### src/rtl/fetch_ctrl.sv
// fetch_ctrl: sequences fetch against a variable-latency imem (req/ready) and buffers one instruction for decode.
// Latency: an imem hit is forwarded to IF/ID in the same cycle; a response held during a stall is delivered
//          one or more cycles later. Backpressure: stall_D parks the response in hold_buf, and a new request waits until it drains.
//
// Ports:
//   clk, reset                 rising-edge clock, synchronous active-high reset
//   imem_ready, imem_rdata     imem response handshake and data
//   stall_D                    decode hazard, IF/ID must hold
//   branch_taken               redirect request (PCBranch_F valid this cycle)
//   imem_req                   imem request; the fetch address must stay stable while it is high
//   enable_F, PCSrc_F          fetch PC advance / PC redirect select
//   valid_D, flush_D, instr_D  IF/ID capture strobe, invalidate, instruction
//   perf_stall_cyc, perf_redirects   saturating counters, present only with FETCH_CTRL_PERF_EN
//
// Build option: define FETCH_CTRL_PERF_EN to add the performance counters.

module fetch_ctrl #(
  parameter int N  = 64,
  parameter int IW = 32,
  parameter int CW = 32
) (
  input  logic          clk,
  input  logic          reset,
  input  logic          imem_ready,
  input  logic [IW-1:0] imem_rdata,
  input  logic          stall_D,
  input  logic          branch_taken,
  output logic          imem_req,
  output logic          enable_F,
  output logic          PCSrc_F,
  output logic          valid_D,
  output logic          flush_D,
`ifdef FETCH_CTRL_PERF_EN
  output logic [CW-1:0] perf_stall_cyc,
  output logic [CW-1:0] perf_redirects,
`endif
  output logic [IW-1:0] instr_D
);

  // The PC must at least hold a word-aligned byte address.
  if (N < 3) begin : g_bad_n
    $error("fetch_ctrl: N too small for a byte-addressed PC");
  end

  typedef enum logic [1:0] {IDLE, WAIT, HOLD, DRAIN} state_t;

  state_t        state, state_nxt;
  logic [IW-1:0] hold_buf;
  logic          hold_load;

  // Outputs are decoded from the current state and the inputs. Every branch below
  // tests branch_taken first, so a redirect overrides both stall_D and imem_ready.
  always_comb begin
    state_nxt = state;
    hold_load = 1'b0;
    imem_req  = 1'b0;
    enable_F  = 1'b0;
    PCSrc_F   = 1'b0;
    valid_D   = 1'b0;
    flush_D   = 1'b0;
    instr_D   = '0;
    if (!reset) begin
      unique case (state)
        // One bubble after reset; an imem response arriving here is ignored.
        IDLE: state_nxt = WAIT;
        WAIT: begin
          imem_req = 1'b1;
          if (branch_taken) begin
            PCSrc_F = 1'b1;
            flush_D = 1'b1;
            // Without a response the old transaction is still outstanding, so it has to drain first.
            state_nxt = imem_ready ? WAIT : DRAIN;
          end else if (imem_ready && !stall_D) begin
            valid_D  = 1'b1;
            instr_D  = imem_rdata;
            enable_F = 1'b1;
          end else if (imem_ready) begin
            hold_load = 1'b1;
            state_nxt = HOLD;
          end
        end
        HOLD: begin
          if (branch_taken) begin
            PCSrc_F   = 1'b1;
            flush_D   = 1'b1;
            state_nxt = WAIT;
          end else if (!stall_D) begin
            valid_D   = 1'b1;
            instr_D   = hold_buf;
            enable_F  = 1'b1;
            state_nxt = WAIT;
          end
        end
        DRAIN: begin
          // A redirect may still retarget the PC while the stale response is pending.
          PCSrc_F = branch_taken;
          flush_D = branch_taken;
          if (imem_ready) state_nxt = WAIT;
        end
        default: state_nxt = IDLE;
      endcase
    end
  end

  always_ff @(posedge clk) begin
    if (reset) begin
      state    <= IDLE;
      hold_buf <= '0;
    end else begin
      state <= state_nxt;
      if (hold_load) hold_buf <= imem_rdata;
    end
  end

`ifdef FETCH_CTRL_PERF_EN
  logic stall_evt, redir_evt;
  assign stall_evt = ((state == WAIT) && !imem_ready) || ((state == HOLD) && stall_D);
  assign redir_evt = branch_taken && (state != IDLE);

  // Both counters saturate at all-ones rather than wrapping.
  always_ff @(posedge clk) begin
    if (reset) begin
      perf_stall_cyc <= '0;
      perf_redirects <= '0;
    end else begin
      if (stall_evt && (perf_stall_cyc != '1)) perf_stall_cyc <= perf_stall_cyc + 1'b1;
      if (redir_evt && (perf_redirects != '1)) perf_redirects <= perf_redirects + 1'b1;
    end
  end
`endif

endmodule

### config.mk
export PLATFORM = sky130hd
export DESIGN_NAME = fetch_ctrl
export DESIGN_NICKNAME = d
export VERILOG_FILES = /design/src/rtl/fetch_ctrl.sv
export SDC_FILE = /design/constraint.sdc
export NUM_CORES = 1
export LEC_CHECK = 0
export ABC_AREA = 1
export BUFFER_PORTS_ARGS = -buffer_cell sky130_fd_sc_hd__clkbuf_2
export CAP_MARGIN = 0
export CORE_ASPECT_RATIO = 1.2
export CORE_UTILIZATION = 40
export DETAILED_ROUTE_END_ITERATION = 6
export PLACE_DENSITY = 0.77
export SETUP_SLACK_MARGIN = 0.15
export SYNTH_ARGS = -nofsm -noshare
export SYNTH_HDL_FRONTEND = slang
export SYNTH_SLANG_ARGS = --single-unit
### constraint.sdc
create_clock -name clk -period 1.65 [get_ports clk]
set_input_delay 0.0825 -clock clk [delete_from_list [all_inputs] [get_ports clk]]
set_output_delay 0.0825 -clock clk [all_outputs]
set_load 0.05 [all_outputs]
# After elaboration in Yosys (flattened, before gate mapping)
# Cells that the tools add are included.
[op_classes] eq_ne=7 muxes=30 n_reduce_logical=5
[op_table] op="32-bit two-way mux" n=5
[op_table] op="32-bit case mux with 2 select lines" n=1
[op_table] op="1-bit two-way mux" n=14
[op_table] op="2-bit two-way mux" n=7
[op_table] op="3-bit != test (second input constant)" n=3
[op_table] op="2-bit case mux with 4 select lines" n=1
[op_table] op="2-bit == test (second input constant)" n=2
[op_table] op="1-bit case mux with 2 select lines" n=2
[op_table] op="4-bit AND reduction" n=1
[op_table] op="2-bit by 1-bit == test with 1-bit output (second input constant)" n=1
[op_table] op="2-bit zero test" n=1
[op_table] op="2-bit != test (second input constant)" n=1
[op_table] op="2-bit OR reduction" n=1
[op_table] op="1-bit logical AND" n=1
[op_table] op="1-bit zero test" n=1
[totals] ff_bits=34 inputBits=37 out_inout_bits=37 wordCells=44

# Longest topological paths before layout
# Gate-level depths: netlist of the first run.
[logic_depth] word_depth=6 ltp_mapped=9 depth_no_buf=9

# Worst setup path before layout of the first run
# OpenSTA, ideal clock, no wires.
[synth_path] path_type="reg-to-output" start="register state[0]" end="output valid_D" t_arrival_ps=2232 required_time_ps=1567 path_slack_ps=-665 path_stages_with_launch=8 n_path_buf=3 cell_sequence="dfxtp_1 -> inv_1 -> ha_1 -> clkbuf_2 -> clkbuf_1 -> nand3_1 -> a21oi_1 -> buf_4"
[synth_between] elab_chain_cells=3 elab_cells_between_ends=4 classes_between="2 x eq/ne; 2 x mux"
[synth_rtl] item="from (decl)" line_no="47" text="state_t state, state_nxt;"
[synth_rtl] item="from (signal assigned)" line_no="110" text="state <= state_nxt;"
[synth_rtl] item="2-bit == test or 2-bit by 1-bit == test with 1-bit output (tied branches)"
[synth_rtl] item="1-bit case mux with 2 select lines (*)"
[synth_rtl] item="1-bit two-way mux (*)"
[synth_rtl] item="to (decl)" line_no="31" text="output logic valid_D,"
# Every way passes the cells marked *; elsewhere a longest branch is shown, timed or not.

# Final worst setup path of the first run
[layout_path] start="register state[1]" end="output enable_F"
[layout_between] elab_chain_cells=3 elab_cells_between_ends=4 classes_between="2 x eq/ne; 2 x mux"
[layout_rtl] item="2-bit == test or 2-bit by 1-bit == test with 1-bit output (tied branches)" line_no="63" text="unique case (state)"
[layout_rtl] item="1-bit case mux with 2 select lines (*)" line_no="63"
[layout_rtl] item="1-bit two-way mux (*)" line_no="62" text="if (!reset) begin"
[layout_rtl] item="to (decl)" line_no="29" text="output logic enable_F,"
# Marks and branches as above.

==> results of run 1 <==
==> path summary, 6_finish.rpt <==
kind,slack (ps),cells past startpoint,end,from
worst min-delay path,40,3,hold_buf[16]$_SDFFE_PP0P_,imem_rdata[16]
worst max register to register,120,9,hold_buf[20]$_SDFFE_PP0P_,state[1]$_SDFFE_PP0P_
worst max-delay path,-130,7,enable_F,state[1]$_SDFFE_PP0P_
worst min register to register,460,2,hold_buf[19]$_SDFFE_PP0P_,hold_buf[19]$_SDFFE_PP0P_
==> synth_stat cells (4+ instances only) <==
| cell type | instances |
|---|---|
| a21oi_2 | 30 |
| buf_2 | 16 |
| dfxtp_1 | 34 |
| ha_1 | 4 |
| inv_1 | 40 |
| nand2_1 | 11 |
| nand2_2 | 30 |
| nand3_1 | 36 |
| nand4_1 | 32 |
| nor2_1 | 9 |
| o21ai_1 | 32 |
==> cells in the final DEF, fill, tap and decap left out, types with 2 or more instances in the layout <==
cell type,count
clkbuf_8,8
inv_2,5
buf_8,32
inv_1,37
buf_4,14
o21ai_1,22
nand2_4,15
clkbuf_2,36
buf_16,4
nand3_1,2
a21oi_2,4
nand4_1,32
nand3_4,5
nand3_2,29
buf_6,7
buf_12,8
a21oi_4,29
dfxtp_1,32
nand2_1,6
o21ai_2,10
nor2_4,2
nand2_2,20
nor2_1,7
ha_4,3
==> sequential cells by signal, summed over array words and instances, names as in the netlist <==
name      flops
hold_buf     32
state         2
==> cell families after synthesis <==
kind of cell	count (synthesis)	synth area share, %
DFF	34	30.9
and+or+nand+nor	123	32.0
AOI/OAI and AO/OA	66	20.1
adders and majority gates	4	2.27
buffers and inverters	70	14.7
==> layer usage <==
| metal | part of all wire [%] | GRT usage (%) | vias to the layer above |
|---|---|---|---|
| met1 | 41 | 26.9 | 1140 |
| li1 | - | - | 1185 |
| met4 | 1.7 | 5.45 | 0 |
| met5 | 0 | 0 | - |
| met3 | 3.4 | 3.76 | 11 |
| met2 | 54 | 40.6 | 60 |
==> cell type report <==
cell class | count | area, um2 | share of cell area [%]
well taps | 62 | 77.6 | 1.92
inverters | 42 | 158 | 3.91
clock inverters | 1 | 30.0 | 0.744
multi-input cells | 193 | 1830 | 45.5
clock buffers | 6 | 82.6 | 2.05
repair buffers | 104 | 1170 | 28.9
flip-flops and latches | 34 | 686 | 17.0
==> worst max-delay path: cells and delay by family, from the launching register on <==
kind,cells,cell delay [ps]
buffers and inverters,4,550
DFF,1,340
adders and majority gates,1,280
AOI/OAI and AO/OA,1,140
and+or+nand+nor,1,90
==> timing repair <==
item | CTS | global route
setup endpoints to repair | 36 | 59
gates resized for setup | 98 | 107
hold endpoints to repair | 0 | 0
buffers inserted | 8 | 1
gates cloned | 4 | 1
pin swaps | 2 | 37
hold buffers | 0 | 0
==> power breakdown <==
part	leakage, uW	total, uW	internal, uW	switching, uW
logic	0.00127	769	303	465
registers	0.000276	868	847	21.1
clock network	0.0000573	776	483	293
total	0.00160	2410	1630	780
==> per-stage QoR <==
step | instance area, um2 | setup WS (ps) | power [uW]
after CTS | 3610 | -128 | 2340
after floorplan | 2450 | -17.4 | 1230
after detailed placement | 2900 | 6.20 | 1410
after global placement | 2900 | 50.6 | 1400
final | 4040 | -129 | 2410
after global routing | 4040 | -199 | 2510
==> results.ini, run 1 <==
[run_status]
status=complete, but fails checks
violations=negative setup slack

[synthesis]
synth_top_cell_by_area=dfxtp_1
seq_area_frac_synth_pct=30.9
synth_area_leaders=dfxtp_1 (31%), a21oi_2 (12%), nand4_1 (9.1%)
synth_nets=338
synth_top_area_share_pct=30.9
ys_types=24
postSynthAreaPerCell_um2=7.43
ys.flop_type=dfxtp_1
ys_warn_count=0
synthCells=297
ys_seq_elements=34
synthesis.area_um2=2210
async_flop_share_pct=0
synth_edf_count=0

[layout]
fin_cells=442
nNetsFinal=421
drive_gt1_share_pct=63.2
fillCellCount=302
areaGrowthSynthToFinish_pct=82.9
num_antenna_cells=0
finalCoreUtilization_pct=76.2

[route]
wl_um=7080
routedWlPerCell_um=16.0
route.vias.total=2396
drc=0
viasPerCell=5.42
drtAntennaViolNets=0
firstDrtPassIters=4
drtIter0Drc=76

[clocking]
worst_skew_pair.late_latency_ps=290
cts_root_buf=clkbuf_8
cts_made_buffers=5
path_clk_slew_ps=70
clkSinkCount=34
clk_path_buf_depth=2
cts_tree=built
htreeDepth=2

[sta]
fin_hold_ws_ps=42.3
worst_slew_pin_slew_ps=633
final-setup-viol-count=34
clock_skew_ps=8.16
rsz0062_at_grt=true
worst_slack_ps=-129
hold_viol_final=0
slew_violations=0
fin_tns_setup_ps=-3140
fin_crit_sh_pct=108
clock.fmax_mhz=562
slew_headroom_pct=57.8
fin_crit_ps=1780

[die]
num_rows=29
start_util_pct=41.6
coreArea_um2=5300
die_w_um=69.8
die-area_um2=5820
io_pins=74
dieHeight_um=83.4

[setup_path]
worst_path_largest_cell_delay_ps=340
crit_chain=inv_2, buf_6, ha_4, nand2_8, buf_12, a21oi_4, clkbuf_8
path_max_fanout=8
end_kind=primary output
critPathLaunchType=flip-flop
crit_required_ps=1570
worstPathArrival_ps=1700
path_class=reg -> out
cp_slowest_cell=dfxtp_2

[power_and_ir_drop]
p_leak_uw=0.00160
peakVddDrop_v=0.000511
powerDensity_nw_per_um2=598

[grt]
overflow=0
antenna_found_initial=0
grt_pass1_vias=2312
grt_usage_pct=22.3
grt_max_degree=35
grt_pass1_wl_um=10600

[placement]
io_buffers=73
place_inst=421
hpwl_um=3870
gp_congestion=0.793

[worst_hold_path]
hp-class=in -> reg

[flow_run]
maxCapViolations=0

Power figures use the tool's default switching activity.
==> run 2: changes to the inputs <==
Settings changed: ABC_AREA 1 to 0, PLACE_DENSITY 0.77 to 0.79.
==> results.ini, run 2 <==
[run_status]
status=complete, but fails checks
violations=negative setup slack

[layout]
areaGrowthSynthToFinish_pct=108
drive_gt1_share_pct=68.5  ; +5.4 points
largest_reg_flops=32  ; unchanged
fillCellCount=210  ; -30%
fin_cells=401  ; -9.3%
finalCoreUtilization_pct=86.5  ; +10 points
final_cell_mix=buf_8 (38), clkbuf_2 (36)
top_register=hold_buf
reg_top3=hold_buf (32), state (2)
nNetsFinal=383  ; -9.0%
num_antenna_cells=0  ; unchanged
final_common_cell=buf_8

[placement]
gp_congestion=0.793  ; about the same
hpwl_um=3320  ; -14%
place_inst=365  ; -13%
io_buffers=73  ; unchanged

[sta]
worst_slew_pin_slew_ps=278  ; -356 ps
hold_viol_final=0  ; unchanged
fin_crit_sh_pct=117  ; +9.1 points
worst_slack_ps=-279  ; -150 ps
slew_headroom_pct=81.5  ; +24 points
fin_crit_ps=1930  ; +150 ps
final-setup-viol-count=67  ; +97%
clock_skew_ps=12.3  ; +4.10 ps
slew_violations=0  ; unchanged
rsz0062_at_grt=true
clock.fmax_mhz=518  ; -7.8%

[synthesis]
synth_most_common_cell=nor2_1
async_flop_share_pct=0  ; unchanged
synth_edf_count=0  ; unchanged
seq_area_frac_synth_pct=35.9  ; +5.1 points
synthCells=244  ; -18%
postSynthAreaPerCell_um2=7.76  ; +4.5%
ys_warn_count=0  ; unchanged
synth_top_area_share_pct=35.9  ; +5.1 points
synth_commonest_cells=nor2_1 (35), dfxtp_1 (34), nand2_1 (34)
synthesis.area_um2=1890  ; -14%
synth_top_cell_by_area=dfxtp_1
synth_nets=285  ; -16%
ys_types=23  ; -4.2%
ys_seq_elements=34  ; unchanged
synth_area_leaders=dfxtp_1 (36%), a22oi_1 (13%), nand2b_1 (11%)
ys.flop_type=dfxtp_1

[clocking]
clk_path_buf_depth=2  ; unchanged
htreeDepth=2  ; unchanged
cts_made_buffers=5  ; unchanged
cts_root_buf=clkbuf_8
cts_hold_buf=0  ; unchanged
cts_tree=built
clkSinkCount=34  ; unchanged
path_clk_slew_ps=70  ; about the same
worst_skew_pair.late_latency_ps=280  ; about the same

[route]
routedWlPerCell_um=19.9  ; +24%
route.vias.total=2242  ; -6.4%
drtIter0Drc=141  ; +86%
firstDrtPassIters=4  ; unchanged
drtAntennaViolNets=0  ; unchanged
viasPerCell=5.59  ; +3.1%
wl_um=7990  ; +13%
drc=0  ; unchanged

[setup_path]
path_max_fanout=19  ; +11
path_class=reg -> out
rr_worst_depth=11  ; +2
worstPathArrival_ps=1850  ; +150 ps
end_kind=primary output
critPathLaunchType=flip-flop
crit_required_ps=1570  ; about the same

[die]
die_w_um=64.8  ; -7.1%
coreArea_um2=4560  ; -14%
io_pins=74  ; unchanged
num_rows=27  ; -6.9%
start_util_pct=41.5  ; -0.10 points
die-area_um2=5020  ; -14%
dieHeight_um=77.4  ; -7.2%

[grt]
antenna_found_initial=0  ; unchanged
grt_pass1_wl_um=10900  ; +3.4%
grt_usage_pct=28.2  ; +5.9 points
overflow=0  ; unchanged
grt_pass1_vias=2309  ; -0.13%
grt_max_degree=20  ; -43%

[power_and_ir_drop]
powerDensity_nw_per_um2=556  ; -7.0%
total_power_uw=2190  ; -9.1%
peakVddDrop_v=0.000565  ; +11%
p_leak_uw=0.00146  ; -8.8%

[flow_run]
maxCapViolations=0  ; unchanged

[worst_hold_path]
holdPathStages=3  ; unchanged
hp-class=in -> reg

-- run 2: cell count changes in the layout (fill, tap and decap cells not counted), moves of 11 or more --
cell and change:
nand4_1 -32, nand3_2 -29, a22oi_2 +32, nand2_1 +11, inv_1 -37, nand2b_1 +32, nor2_4 +30, a21oi_4 -29
-- run 2: repair_timing --
item	in CTS	in global routing
gates cloned	9	0
buffers inserted	17	2
pin swaps	30	7
gates resized for setup	161	76
endpoints found under the setup margin	70	71
-- run 2: path summary, 6_finish.rpt --
path	from	endpoint	slack [ps]
max reg2reg	state[1]$_SDFFE_PP0P_	hold_buf[4]$_SDFFE_PP0P_	-280
min reg2reg	hold_buf[30]$_SDFFE_PP0P_	hold_buf[30]$_SDFFE_PP0P_	480
min	imem_rdata[30]	hold_buf[30]$_SDFFE_PP0P_	40
max	state[1]$_SDFFE_PP0P_	instr_D[31]	-280
-- run 2: per-layer routing --
| metal | part of all wire [%] | GRT usage, % | vias up |
|---|---|---|---|
| met5 | 0 | 0 | - |
| met4 | 3.8 | 12.0 | 0 |
| met3 | 4.3 | 5.59 | 26 |
| met2 | 57 | 54.9 | 102 |
| met1 | 35 | 27.9 | 1080 |
| li1 | - | - | 1034 |
-- run 2: layout make-up --
class | instances | area [um2] | share of cell area [%]
clock buffer | 8 | 110 | 2.79
inverter | 2 | 10.0 | 0.254
sequential | 34 | 686 | 17.4
multi-input combinational | 184 | 1640 | 41.7
tap | 58 | 72.6 | 1.84
timing repair buffer | 115 | 1420 | 36.0
-- run 2: per-stage QoR --
step	setup WS (ps)	hold slack [ps]	instance area, um2	TNS (ps)
global placement	5.33	295	2650	0
global route	-330	34.4	3940	-16420
finish	-279	37.1	3940	-13050
CTS	-228	33.2	3730	-8890
detailed placement	-45.2	303	2650	-276
floorplan	-61.0	191	2190	-61.0
-- run 2: power breakdown --
part           switching [uW]  internal, uW
Clock                     313           422
Sequential               22.7           845
Combinational             332           259
Total                     667          1530
-- run 2: critical path, cell delays in order (launching register included) --
cell and delay, ps:
dfxtp_2 330, inv_2 80, ha_4 140, nor2b_4 150
and3b_2 270, buf_12 200, a22oi_2 90, nor2_2 140
buf_12 150
-- run 2: logic make-up after synthesis --
kind of cell | after synthesis | synth area share (%)
fa+ha+maj | 4 | 2.64
mux | 1 | 0.528
compound gates | 69 | 22.7
flops | 34 | 35.9
buf+inv | 26 | 10.0
simple gates | 110 | 28.1
